$ cat config.mk
export PLATFORM = sky130hd
export DESIGN_NAME = bkm_step_scoreboard
export DESIGN_NICKNAME = d
export VERILOG_FILES = /design/src/rtl/bkm_step_scoreboard.sv
export SDC_FILE = /design/constraint.sdc
export NUM_CORES = 1
export LEC_CHECK = 0
export BUFFER_PORTS_ARGS = -buffer_cell sky130_fd_sc_hd__buf_4
export CAP_MARGIN = 20
export CORE_MARGIN = 4
export CORE_UTILIZATION = 26
export CTS_BUF_LIST = sky130_fd_sc_hd__clkbuf_4 sky130_fd_sc_hd__clkbuf_8
export CTS_CLUSTER_SIZE = 12
export DETAILED_ROUTE_END_ITERATION = 6
export GPL_TIMING_DRIVEN = 1
export SKIP_CTS_REPAIR_TIMING = 1
export SLEW_MARGIN = 20
export SYNTH_ARGS = -nofsm -noshare
export SYNTH_HDL_FRONTEND = slang
export SYNTH_SLANG_ARGS = --single-unit
$ cat constraint.sdc
create_clock -name clk -period 11.4 [get_ports clk]
set_clock_uncertainty 0.2 [all_clocks]
set_input_delay 1.14 -clock clk [delete_from_list [all_inputs] [get_ports clk]]
set_output_delay 1.14 -clock clk [all_outputs]
set_load 0.02 [all_outputs]
$ cat src/rtl/bkm_step_scoreboard.sv
// ---------------------------------------------------------------------------
// bkm_step_scoreboard
//
// Purpose:
//   In-order scoreboard for a bkm_step datapath. Expected {X, Y} pairs are
//   queued in a small FIFO. Each monitor result pops the oldest pair and
//   compares it bit-exactly. The comparison outcome is registered, so it
//   appears as a one-cycle pass or fail pulse in the cycle after the pop.
//   Optionally, checking halts after the first mismatch.
//
// Ports:
//   clk                    single clock, all logic on the rising edge
//   srst                   synchronous active-high reset
//   enable                 qualifies every push, pop and state update
//   exp_valid              an expected pair is present on exp_X/Y_np1
//   exp_X_np1, exp_Y_np1   expected X / Y words (WD bits each)
//   exp_ready              FIFO not full
//   res_valid              a monitor result is present on res_X/Y_np1
//   res_X_np1, res_Y_np1   observed X / Y words (WD bits each)
//   pass, fail             one-cycle comparison result pulses
//   mism_X, mism_Y         per-component mismatch, valid together with fail
//   chk_cnt, err_cnt       saturating comparison and mismatch counters
//   overflow, underflow    sticky: push while full / result while empty
//   halted                 checking stopped after a mismatch
//   level                  FIFO occupancy, 0..DEPTH
// ---------------------------------------------------------------------------
module bkm_step_scoreboard #(
   parameter int WD          = 64,
   parameter int DEPTH       = 8,
   parameter int STOP_ON_ERR = 0
) (
   input  logic                       clk,
   input  logic                       srst,
   input  logic                       enable,
   input  logic                       exp_valid,
   input  logic [WD-1:0]              exp_X_np1,
   input  logic [WD-1:0]              exp_Y_np1,
   output logic                       exp_ready,
   input  logic                       res_valid,
   input  logic [WD-1:0]              res_X_np1,
   input  logic [WD-1:0]              res_Y_np1,
   output logic                       pass,
   output logic                       fail,
   output logic                       mism_X,
   output logic                       mism_Y,
   output logic [15:0]                chk_cnt,
   output logic [15:0]                err_cnt,
   output logic                       overflow,
   output logic                       underflow,
   output logic                       halted,
   output logic [$clog2(DEPTH):0]     level
);

   localparam int AW = $clog2(DEPTH);
   localparam int LW = AW + 1;

   typedef enum logic {
      RUN  = 1'b0,
      HALT = 1'b1
   } state_t;

   state_t          r_state;
   state_t          w_state_nxt;

   logic [WD-1:0]   r_mem_x [DEPTH];
   logic [WD-1:0]   r_mem_y [DEPTH];
   logic [AW-1:0]   r_wr_ptr;
   logic [AW-1:0]   r_rd_ptr;
   logic [LW-1:0]   r_level;
   logic [15:0]     r_chk_cnt;
   logic [15:0]     r_err_cnt;
   logic            r_pass;
   logic            r_fail;
   logic            r_mism_x;
   logic            r_mism_y;
   logic            r_overflow;
   logic            r_underflow;

   logic            w_full;
   logic            w_empty;
   logic            w_run;
   logic            w_pop;
   logic            w_push;
   logic            w_mism_x;
   logic            w_mism_y;
   logic            w_mism;

   assign w_full  = (r_level == LW'(DEPTH));
   assign w_empty = (r_level == '0);
   assign w_run   = (r_state == RUN);

   // The pop is evaluated first so that a push into a full FIFO is still
   // accepted when a pop frees a slot in the same cycle. A push into an
   // empty FIFO is never compared in the same cycle: pop requires !empty.
   assign w_pop  = enable & res_valid & ~w_empty & w_run;
   assign w_push = enable & exp_valid & (~w_full | w_pop);

   assign w_mism_x = (r_mem_x[r_rd_ptr] != res_X_np1);
   assign w_mism_y = (r_mem_y[r_rd_ptr] != res_Y_np1);
   assign w_mism   = w_mism_x | w_mism_y;

   // ---------------------------------------------------------------------
   // FSM next state: RUN falls into HALT on a mismatching pop when halting
   // is enabled; only srst leaves HALT.
   // ---------------------------------------------------------------------
   always_comb begin
      // NOTE: default assigned first so no path leaves w_state_nxt unassigned (no latch).
      w_state_nxt = r_state;
      case (r_state)
         RUN:     if ((STOP_ON_ERR != 0) && w_pop && w_mism) w_state_nxt = HALT;
         HALT:    w_state_nxt = HALT;
         default: w_state_nxt = RUN;
      endcase
   end

   // ---------------------------------------------------------------------
   // FIFO storage
   // ---------------------------------------------------------------------
   // NOTE: storage has no reset; pointers and level alone define validity.
   always_ff @(posedge clk) begin
      if (w_push) begin
         r_mem_x[r_wr_ptr] <= exp_X_np1;
         r_mem_y[r_wr_ptr] <= exp_Y_np1;
      end
   end

   // ---------------------------------------------------------------------
   // Control state, counters, registered comparison and sticky flags
   // ---------------------------------------------------------------------
   // NOTE: non-blocking assignments so every register samples pre-edge values.
   always_ff @(posedge clk) begin
      if (srst) begin
         r_state     <= RUN;
         r_wr_ptr    <= '0;
         r_rd_ptr    <= '0;
         r_level     <= '0;
         r_chk_cnt   <= '0;
         r_err_cnt   <= '0;
         r_pass      <= 1'b0;
         r_fail      <= 1'b0;
         r_mism_x    <= 1'b0;
         r_mism_y    <= 1'b0;
         r_overflow  <= 1'b0;
         r_underflow <= 1'b0;
      end else begin
         r_state <= w_state_nxt;

         // The pulses are rebuilt every cycle, so they drop after one
         // cycle even while enable is low (w_pop is already qualified).
         r_pass   <= w_pop & ~w_mism;
         r_fail   <= w_pop &  w_mism;
         r_mism_x <= w_pop &  w_mism_x;
         r_mism_y <= w_pop &  w_mism_y;

         if (w_push) r_wr_ptr <= r_wr_ptr + AW'(1);
         if (w_pop)  r_rd_ptr <= r_rd_ptr + AW'(1);

         case ({w_push, w_pop})
            2'b10:   r_level <= r_level + LW'(1);
            2'b01:   r_level <= r_level - LW'(1);
            default: r_level <= r_level;
         endcase

         if (w_pop && (r_chk_cnt != 16'hFFFF))
            r_chk_cnt <= r_chk_cnt + 16'd1;
         if (w_pop && w_mism && (r_err_cnt != 16'hFFFF))
            r_err_cnt <= r_err_cnt + 16'd1;

         if (enable & exp_valid & w_full & ~w_pop)
            r_overflow <= 1'b1;
         if (enable & res_valid & w_empty & w_run)
            r_underflow <= 1'b1;
      end
   end

   assign exp_ready = ~w_full;
   assign pass      = r_pass;
   assign fail      = r_fail;
   assign mism_X    = r_mism_x;
   assign mism_Y    = r_mism_y;
   assign chk_cnt   = r_chk_cnt;
   assign err_cnt   = r_err_cnt;
   assign overflow  = r_overflow;
   assign underflow = r_underflow;
   assign halted    = (r_state == HALT);
   assign level     = r_level;

endmodule

==> results of run 1 <==
==> critical path: stages (launching register included) <==
cell                      delay [ps]
sky130_fd_sc_hd__dfxtp_4         800
sky130_fd_sc_hd__buf_4           560
sky130_fd_sc_hd__buf_4           650
sky130_fd_sc_hd__mux4_2          580
sky130_fd_sc_hd__mux2i_1         170
sky130_fd_sc_hd__xor2_1          160
sky130_fd_sc_hd__nand4_1         280
sky130_fd_sc_hd__nor4_1          600
sky130_fd_sc_hd__nand4_1         260
sky130_fd_sc_hd__or4_4           560
sky130_fd_sc_hd__nor2_8          300
sky130_fd_sc_hd__nor3_1          120
sky130_fd_sc_hd__mux2_1          320
==> layer usage <==
metal  part of all wire [%]  wire [um]
met2                     49      53200
met3                    6.2       6700
met5                  0.068         73
met1                     42      45200
met4                    2.4       2560
==> registers in the layout, indices dropped and copies added (netlist names), named ones only <==
name	count
level	4
r_mem_x	512
r_rd_ptr	3
mism_X	1
chk_cnt	16
mism_Y	1
pass	1
overflow	1
r_mem_y	512
err_cnt	16
fail	1
underflow	1
r_wr_ptr	3
==> layout make-up <==
class,instances,area (um^2)
Timing Repair Buffer,340,2600
Clock inverter,87,758
Clock buffer,238,2940
Antenna cell,20,50.0
Inverter,9,33.8
Sequential cell,1075,31800
Tap cell,2160,2700
Fill cell,15700,110000
Multi-Input combinational cell,862,9970
==> through the flow <==
step / utilization [%] / std cells
finish: 31.6 / 4791
global route: 31.5 / 4778
CTS: 31.5 / 4771
detailed placement: 29.2 / 4446
global placement: 29.2 / 4446
floorplan: - / 2033
==> kinds of logic (layout without fill, tap and decap cells) <==
kind of cell | count (synthesis) | after routing
flip-flops | 1075 | 1075
multiplexers | 413 | 413
AND/OR/NAND/NOR | 229 | 229
XOR/XNOR | 147 | 147
buffers and inverters | 96 | 674
AO/OA/AOI/OAI | 64 | 64
adder cells (fa/ha/maj) | 8 | 8
other | 1 | 21
==> worst paths after layout <==
check | startpoint | end | slack, ps
hold reg to reg | overflow | overflow | 270
hold / removal | overflow | overflow | 270
setup / recovery | flop | err_cnt[7] | 5670
setup reg to reg | flop | err_cnt[7] | 5670
==> synthesized netlist by cell type, types with 2 or more instances <==
| cell | count |
|---|---|
| sky130_fd_sc_hd__or3_1 | 3 |
| sky130_fd_sc_hd__mux2_4 | 4 |
| sky130_fd_sc_hd__nor2_2 | 2 |
| sky130_fd_sc_hd__and2_1 | 6 |
| sky130_fd_sc_hd__edfxtp_1 | 1024 |
| sky130_fd_sc_hd__buf_1 | 4 |
| sky130_fd_sc_hd__mux4_2 | 213 |
| sky130_fd_sc_hd__xnor2_1 | 77 |
| sky130_fd_sc_hd__ha_1 | 7 |
| sky130_fd_sc_hd__nor4_1 | 26 |
| sky130_fd_sc_hd__o31a_1 | 2 |
| sky130_fd_sc_hd__nand3_1 | 17 |
| sky130_fd_sc_hd__nand4_1 | 20 |
| sky130_fd_sc_hd__nor2b_1 | 14 |
| sky130_fd_sc_hd__nor3_1 | 11 |
| sky130_fd_sc_hd__clkbuf_1 | 12 |
| sky130_fd_sc_hd__a21o_1 | 2 |
| sky130_fd_sc_hd__buf_2 | 36 |
| sky130_fd_sc_hd__nand2_1 | 45 |
| sky130_fd_sc_hd__nand2b_1 | 9 |
| sky130_fd_sc_hd__a21oi_1 | 9 |
| sky130_fd_sc_hd__mux2i_1 | 188 |
| sky130_fd_sc_hd__buf_4 | 11 |
| sky130_fd_sc_hd__a22oi_1 | 24 |
| sky130_fd_sc_hd__o21ai_0 | 3 |
| sky130_fd_sc_hd__xor2_1 | 70 |
| sky130_fd_sc_hd__nor2_1 | 59 |
| sky130_fd_sc_hd__buf_6 | 23 |
| sky130_fd_sc_hd__mux2_1 | 7 |
| sky130_fd_sc_hd__inv_1 | 8 |
| sky130_fd_sc_hd__and3_1 | 7 |
| sky130_fd_sc_hd__nor3b_1 | 3 |
| sky130_fd_sc_hd__a31oi_1 | 2 |
| sky130_fd_sc_hd__a221oi_1 | 10 |
| sky130_fd_sc_hd__a22o_1 | 8 |
| sky130_fd_sc_hd__dfxtp_1 | 51 |
==> power by group <==
part | switching, uW | internal (uW)
Clock | 1580 | 1910
Combinational | 250 | 210
Sequential | 18.2 | 4370
Total | 1850 | 6490
==> flow_summary.json, run 1 <==
{
  "clk_transition_reported_paths_ps": 50,
  "setup_violations": 0,
  "drc": 0,
  "initial_utilization_pct": 26.3,
  "synth_fa_ha_area_share_pct": 0.254,
  "cellPowerDensity_nw_per_um2": 164,
  "floorplan.die_area_um2": 169000,
  "hold_violations": 0,
  "tightestPinTransition_ps": 1030,
  "post-route-period-util_pct": 50.3,
  "synth_top_cells_by_area": "sky130_fd_sc_hd__edfxtp_1, sky130_fd_sc_hd__mux4_2, sky130_fd_sc_hd__mux2i_1",
  "synth_enable_flop_cells": 1024,
  "clock_tree.htree_level_count": 4,
  "mostFrequentLayoutCell": "sky130_fd_sc_hd__edfxtp_1",
  "synth_top_family_by_area": "multiplexers",
  "critPathRequiredTime_ps": 11950,
  "antenna_viol_nets_final": 0,
  "dpl_cell_area_um2": 47100,
  "timing.hold.worst_path_depth": 2,
  "detailed_place_hpwl_um": 65200,
  "setup_ws_ps": 5670,
  "final_design_area_no_fill_um2": 50800,
  "total_leakage_power_uw": 0.0159,
  "core.rowCount": 147,
  "min_path_type": "reg2reg",
  "worstSetupStartpointType": "flop",
  "grt_first_pass_wirelength_um": 153000,
  "drt_first_pass_iters": 5,
  "clockRootBuffer": "sky130_fd_sc_hd__clkbuf_8",
  "netlist_area_um2": 42300,
  "drt-wirelength-per-cell_um": 22.5,
  "crit_path_max_fanout": 36,
  "yosysTopAreaCellShare_pct": 72.7,
  "max-vdd-ir-drop_mv": 0.0932,
  "tritoncts": "built",
  "grt-busiest-layer": "met2",
  "grt_pass1_vias": 21700,
  "globalRouteOverflowTotal": 0,
  "cts-buffers-inserted": 185,
  "ctsLongestPathBuffers": 3,
  "data_arrival_critical_path_ps": 6280,
  "synth_compound_gate_area_share_pct": 1.13,
  "finalSetupTns_ps": 0,
  "rsz0062_at_grt": "no",
  "async_flop_share_pct": 0,
  "nets": 2742,
  "ys.flop_type": "sky130_fd_sc_hd__edfxtp_1",
  "syn_inst": 2033,
  "grt_max_degree": 107,
  "worst_r2r_path_depth": 12,
  "netlist_cell_types": 52,
  "global_route.usage.met3_pct": 3.58,
  "syn2layout_area_growth_pct": 20.2,
  "synthSimpleGateAreaFrac_pct": 2.80,
  "grt_use_total_pct": 12.5,
  "placement.setup.worst_slack_ps": 5280,
  "ioPinCount": 305,
  "max-cap-violations": 0,
  "post_route_cells_drive_above_1_share_pct": 33.0,
  "status": "complete, no violations",
  "synth_area_leader_cell": "sky130_fd_sc_hd__edfxtp_1",
  "initialDrtViolationCount": 1577,
  "die_w_um": 411,
  "clock_sinks": 1075,
  "finalHoldWorstSlack_ps": 267,
  "most-common-layout-cells": "sky130_fd_sc_hd__edfxtp_1, sky130_fd_sc_hd__buf_4, sky130_fd_sc_hd__mux4_2, sky130_fd_sc_hd__mux2i_1, sky130_fd_sc_hd__clkbuf_8",
  "synth_xor_xnor_area_share_pct": 3.04,
  "die_height_um": 411,
  "synthMuxAreaShare_pct": 16.2,
  "initial_antenna_violation_count": 32,
  "core_area_um2": 161000,
  "seq_area_frac_synth_pct": 75.1,
  "criticalPathCategory": "reg2reg",
  "drv_slew": 0,
  "post_layout_total_power_uw": 8340,
  "gr-usage-met2_pct": 20.6,
  "max_freq_mhz": 175,
  "synth_seq_cells": 1075,
  "postSynthNetCount": 2302,
  "gp_routability_congestion": 0.732,
  "worstSetupEndpointType": "flop",
  "synth.avg_cell_area_um2": 20.8,
  "grt.met1_usage_pct": 15.9,
  "timing.final.crit_period_ps": 5730,
  "routed-via-count": 20700,
  "detail_route.wirelength_um": 108000,
  "numPortBuffers": 303,
  "synth_warnings": 0,
  "via_per_inst": 4.33,
  "worstSkewPairLatency_ps": 910,
  "worst_slew_margin_rel_pct": 31.3
}
Note: power is estimated with default switching activity, not from simulation.
==> run 2, diff against run 1 <==
ABC_AREA = 1   (was unset)
clock period = 5.35 ns   (was 11.4 ns; I/O delays follow)
==> run 2 against run 1 <==
  * Clock power grew 110%
  * Critical path depth is 9 higher
  * Synthesized cell count grew 130%
  * Cell count up 60%
  * Register-to-register slack got worse by 4600 ps
  * Fmax rose by 33%
  * Die area grew 10%
  * Critical path type unchanged
  * Largest cell class unchanged
==> flow_summary.json, run 2 <==
{
  "syn_inst": 4649,
  "worstSetupEndpointType": "flop",
  "layout.filler_cells": 18100,
  "max-vdd-ir-drop_mv": 0.231,
  "cellPowerDensity_nw_per_um2": 335,
  "post_layout_total_power_uw": 19100,
  "gp_routability_congestion": 0.833,
  "worstSetupStartpointType": "flop",
  "setup_violations": 0,
  "initial_utilization_pct": 26.2,
  "ys.flop_type": "sky130_fd_sc_hd__edfxtp_1",
  "synth_enable_flop_cells": 1024,
  "synth_warnings": 0,
  "detail_route.wirelength_um": 139000,
  "timing.final.crit_period_ps": 4320,
  "numPortBuffers": 303,
  "ioPinCount": 305,
  "drc": 0,
  "list_of_most_frequent_post_synthesis_cells": "sky130_fd_sc_hd__nand2_1, sky130_fd_sc_hd__edfxtp_1, sky130_fd_sc_hd__nand3_1",
  "initial_antenna_violation_count": 32,
  "drv_slew": 0,
  "tritoncts": "built",
  "status": "complete, no violations",
  "synth_top_cells_by_area": "sky130_fd_sc_hd__edfxtp_1, sky130_fd_sc_hd__nand2_1, sky130_fd_sc_hd__nand3_1",
  "multiInputGateArea_um2": 12200,
  "worst_hold_startpoint": "enable",
  "mostFrequentLayoutCell": "sky130_fd_sc_hd__nand2_1",
  "worstSkewPairLatency_ps": 910,
  "globalRouteOverflowTotal": 0,
  "layout.core_utilization_pct": 31.9,
  "netlist_cell_types": 33,
  "data_arrival_critical_path_ps": 4930,
  "core.rowCount": 155,
  "routed-via-count": 33500,
  "synth.avg_cell_area_um2": 10.1,
  "setup_ws_ps": 1030,
  "max-cap-violations": 0,
  "max_freq_mhz": 232,
  "total_leakage_power_uw": 0.0230,
  "floorplan.die_area_um2": 187000,
  "grt_pass1_vias": 31500,
  "tightestPinTransition_ps": 851,
  "drt-wirelength-per-cell_um": 18.2,
  "clock_tree.htree_level_count": 4,
  "placement.setup.worst_slack_ps": 832,
  "hold_violations": 0,
  "synth_seq_cells": 1075,
  "post_route_cells_drive_above_1_share_pct": 13.0,
  "worst_slew_margin_rel_pct": 43.3,
  "die_w_um": 432,
  "netlist_area_um2": 46800,
  "ctsLongestPathBuffers": 3,
  "synth.most_common_cell": "sky130_fd_sc_hd__nand2_1",
  "clockRootBuffer": "sky130_fd_sc_hd__clkbuf_8",
  "drt_first_pass_iters": 7,
  "criticalPathCategory": "reg2reg",
  "async_flop_share_pct": 0,
  "rsz0062_at_grt": "no",
  "die_height_um": 432,
  "finalSetupTns_ps": 0,
  "detailed_place_hpwl_um": 84100,
  "grt_first_pass_wirelength_um": 203000,
  "reg_top3": "r_mem_x x512, r_mem_y x512",
  "initialDrtViolationCount": 2601,
  "via_per_inst": 4.38,
  "cts-buffers-inserted": 182,
  "crit_path_max_fanout": 125,
  "antenna_viol_nets_final": 0,
  "syn2layout_area_growth_pct": 21.9,
  "yosysTopAreaCellShare_pct": 65.7,
  "critPathRequiredTime_ps": 5960,
  "clock_sinks": 1075,
  "grt_use_total_pct": 14.6,
  "postSynthNetCount": 4918,
  "synth_area_leader_cell": "sky130_fd_sc_hd__edfxtp_1",
  "clk_transition_reported_paths_ps": 60,
  "seq_area_frac_synth_pct": 67.8,
  "core_area_um2": 179000,
  "grt_max_degree": 126,
  "most-common-layout-cells": "sky130_fd_sc_hd__nand2_1, sky130_fd_sc_hd__edfxtp_1, sky130_fd_sc_hd__nand3_1, sky130_fd_sc_hd__inv_1, sky130_fd_sc_hd__nor2_1",
  "post-route-period-util_pct": 80.7,
  "min_path_type": "in2reg",
  "seq_area_um2": 31800,
  "nets": 5402
}
run 2: stage by stage:
step	hold WS, ps	instances	cell area, um^2
2_1_floorplan	212	4649	46800
3_3_place_gp	220	7170	52000
3_5_place_dp	237	7170	52000
4_1_cts	-492	7495	55700
5_1_grt	69.7	7643	57100
6_report	133	7651	57100
run 2: layer usage:
| layer | vias to the layer above | wire, um | GRT usage, % |
|---|---|---|---|
| met1 | 16100 | 58100 | 17.4 |
| met5 | - | 33 | 0 |
| met2 | 871 | 70100 | 25.2 |
| met3 | 260 | 6830 | 3.28 |
| li1 | 16300 | - | - |
| met4 | 4 | 4270 | 6.10 |
run 2: logic make-up after synthesis:
kind of cell / synth area share (%)
xor+xnor: 0.0748
flops: 67.8
simple gates: 23.7
fa+ha+maj: 0.230
buf+inv: 6.34
other cells: 0.00801
compound gates: 1.82
run 2: critical path, cell delays in order, from the launching register on:
cell,delay (ps)
sky130_fd_sc_hd__dfxtp_4,720
sky130_fd_sc_hd__buf_12,280
sky130_fd_sc_hd__buf_12,430
sky130_fd_sc_hd__nand2_1,110
sky130_fd_sc_hd__nand3_1,100
sky130_fd_sc_hd__nand2_1,80
sky130_fd_sc_hd__nand2_1,70
sky130_fd_sc_hd__nand2_1,60
sky130_fd_sc_hd__nand2_1,50
sky130_fd_sc_hd__nand2_1,60
sky130_fd_sc_hd__inv_1,70
sky130_fd_sc_hd__nand2_1,140
sky130_fd_sc_hd__nor2_1,260
sky130_fd_sc_hd__nand2_1,170
sky130_fd_sc_hd__nor2_1,110
sky130_fd_sc_hd__nand2_1,160
sky130_fd_sc_hd__nor2_2,180
sky130_fd_sc_hd__nand2_2,370
sky130_fd_sc_hd__nand3_1,270
sky130_fd_sc_hd__nand2_1,70
sky130_fd_sc_hd__inv_1,60
sky130_fd_sc_hd__nor2_1,40
run 2: final timing paths:
path,endpoint,slack [ps],cells past startpoint
min,fail,130,6
max,err_cnt[1],1030,21
max reg2reg,err_cnt[1],1030,21
min reg2reg,flop,250,1
run 2: where the power goes:
part | internal [uW] | total (uW) | switching, uW
combinational | 747 | 2210 | 1460
clock | 4120 | 7520 | 3400
sequential | 9330 | 9380 | 49.7
run 2: layout make-up:
cell class / count / area share, %
inverter: 487 / 3.25
tap: 2355 / 5.16
clock inverter: 75 / 1.14
timing repair buffer: 510 / 8.11
sequential: 1075 / 55.7
multi-input combinational: 2877 / 21.3
clock buffer: 250 / 5.30
antenna: 22 / 0.0964
==> run 3, diff against run 2 <==
ABC_AREA = 0   (was 1)
clock period = 4 ns   (was 5.35 ns; I/O delays follow)
==> run 3 against run 2 <==
  * Combinational power fell by 26%
  * Critical endpoint is now err_cnt[3]
  * Critical path depth fell by 8
  * Non-clock buffer count rose by 85
  * Cell count fell by 34%
  * Count of clock-buffer cells in the layout fell by 21
  * Via count fell by 35%
  * First-iteration DRC count fell by 40%
  * Highest routed layer unchanged
  * Global-route usage fell by 2.3 points
  * Clock power rose by 37%
  * Sequential power rose by 33%
==> flow_summary.json, run 3 (synthesis results as in run 1) <==
{
  "drt_first_pass_iters": 5,
  "worst_hold_startpoint": "exp_X_np1[21]",
  "hold_path_end": "r_mem_x[0][21]",
  "final_design_area_no_fill_um2": 54100,
  "total_leakage_power_uw": 0.0173,
  "post_route_cells_drive_above_1_share_pct": 35.1,
  "post_layout_total_power_uw": 24400,
  "tightestPinTransition_ps": 767,
  "max-cap-violations": 0,
  "criticalPathCategory": "reg2reg",
  "dpl_cell_area_um2": 48100,
  "ctsLongestPathBuffers": 3,
  "drt-wirelength-per-cell_um": 21.4,
  "drv_slew": 0,
  "via_per_inst": 4.32,
  "clk_transition_reported_paths_ps": 60,
  "antenna_viol_nets_final": 0,
  "dp.cells": 4527,
  "worstSetupEndpointType": "flop",
  "grt_use_total_pct": 12.3,
  "cts-buffers-inserted": 180,
  "initial_antenna_violation_count": 24,
  "floorplan.die_area_um2": 169000,
  "detail_route.wirelength_um": 108000,
  "initial_utilization_pct": 26.3,
  "finalSetupTns_ps": 0,
  "min_path_type": "in2reg",
  "routed-via-count": 21800,
  "timing.hold.worst_path_depth": 2,
  "clockRootBuffer": "sky130_fd_sc_hd__clkbuf_8",
  "timing.critical_path.slowest_cell_delay_ps": 630,
  "data_arrival_critical_path_ps": 4580,
  "worstReg2RegEnd": "err_cnt[3]",
  "syn2layout_area_growth_pct": 27.9,
  "setup_violations": 0,
  "globalRouteOverflowTotal": 0,
  "max_freq_mhz": 250,
  "mostFrequentLayoutCell": "sky130_fd_sc_hd__edfxtp_1",
  "tritoncts": "built",
  "gp_routability_congestion": 0.729,
  "detailed_place_hpwl_um": 63300,
  "numPortBuffers": 303,
  "hold_violations": 0,
  "core.rowCount": 147,
  "reg_top3": "r_mem_x x512, r_mem_y x512",
  "critPathSlowestCell": "sky130_fd_sc_hd__or4_4",
  "worstPathCellList": "buf_12, clkbuf_16, mux4_2, mux2i_1, xor2_1, nand4_1, nor4_2, buf_4, nand4_1, or4_4, nor2_4, nor2_1, mux2_4",
  "core_area_um2": 161000,
  "die_height_um": 411,
  "die_w_um": 411,
  "clock_sinks": 1075,
  "crit_top_cell": "sky130_fd_sc_hd__nand4_1",
  "worstSkewPairLatency_ps": 920,
  "critPathRequiredTime_ps": 4590,
  "worst_slew_margin_rel_pct": 48.5,
  "most-common-layout-cells": "sky130_fd_sc_hd__edfxtp_1, sky130_fd_sc_hd__buf_4, sky130_fd_sc_hd__mux4_2, sky130_fd_sc_hd__mux2i_1, sky130_fd_sc_hd__clkbuf_8",
  "rsz0062_at_grt": "yes",
  "stdcell_count": 5054,
  "crit_path_buf_inv_count": 3,
  "rrSetupSlack_ps": 8,
  "path_delay_family": "simple AND/OR/NAND/NOR gates",
  "layout.core_utilization_pct": 33.6,
  "grt_first_pass_wirelength_um": 151000,
  "initialDrtViolationCount": 1563,
  "clock_tree.htree_level_count": 4,
  "status": "complete, no violations",
  "timing.final.crit_period_ps": 3990,
  "cellPowerDensity_nw_per_um2": 452,
  "nets": 2993,
  "grt_max_degree": 72,
  "max-vdd-ir-drop_mv": 0.252,
  "crit_path_max_fanout": 13,
  "ioPinCount": 305,
  "post-route-period-util_pct": 99.8,
  "grt_pass1_vias": 22400,
  "worstSetupStartpointType": "flop",
  "worst_r2r_path_depth": 13,
  "drc": 0
}
run 3: cell types whose count changed in the layout (fill, tap and decap cells not counted), sizes merged, moves of 24 or more:
cell | before | now
inv | 482 | 20
nand3 | 549 | 17
o21ai | 138 | 3
mux2i | 0 | 188
buf | 377 | 440
nand3b | 47 | 0
xor2 | 0 | 70
nand2 | 1680 | 45
mux4 | 0 | 214
nor2 | 374 | 64
xnor2 | 4 | 77
a22oi | 0 | 24
run 3: area by class of cell:
class / count / area (um^2)
Antenna cell: 24 / 60.1
Fill cell: 15400 / 107000
Timing Repair Buffer: 595 / 5530
Sequential cell: 1075 / 31800
Inverter: 9 / 33.8
Clock inverter: 99 / 966
Tap cell: 2160 / 2700
Multi-Input combinational cell: 863 / 10200
Clock buffer: 229 / 2860
run 3: metal layers:
layer	up-vias	global-route usage, %	routed length (um)	part of all wire [%]
met5	-	0	63	0.058
met4	10	4.91	3030	2.8
li1	9773	-	-	-
met2	533	20.4	54400	50
met1	11300	14.8	45000	42
met3	165	3.83	5770	5.3
run 3: power breakdown:
| part | internal, uW | switching [uW] | total [uW] |
|---|---|---|---|
| Sequential | 12400 | 39.4 | 12500 |
| Combinational | 809 | 830 | 1640 |
| Clock | 5790 | 4530 | 10300 |
| Total | 19000 | 5390 | 24400 |
run 3: worst max-delay path by stage:
stage	start	to	slack, ps	depth (start not counted)
floorplan	level[1]	r_mem_x[2][0]	-860	4
detailed placement	flop	err_cnt[5]	-300	11
global placement	flop	err_cnt[13]	-260	11
global route	flop	err_cnt[14]	-130	14
CTS	flop	err_cnt[13]	-290	11
finish	flop	err_cnt[3]	8	13
run 3: stage by stage:
stage / hold slack, ps / setup WS, ps
floorplan: 254 / -862
global placement: 255 / -261
detailed placement: 273 / -297
CTS: -608 / -292
global route: -43.7 / -126
finish: 73.3 / 7.62
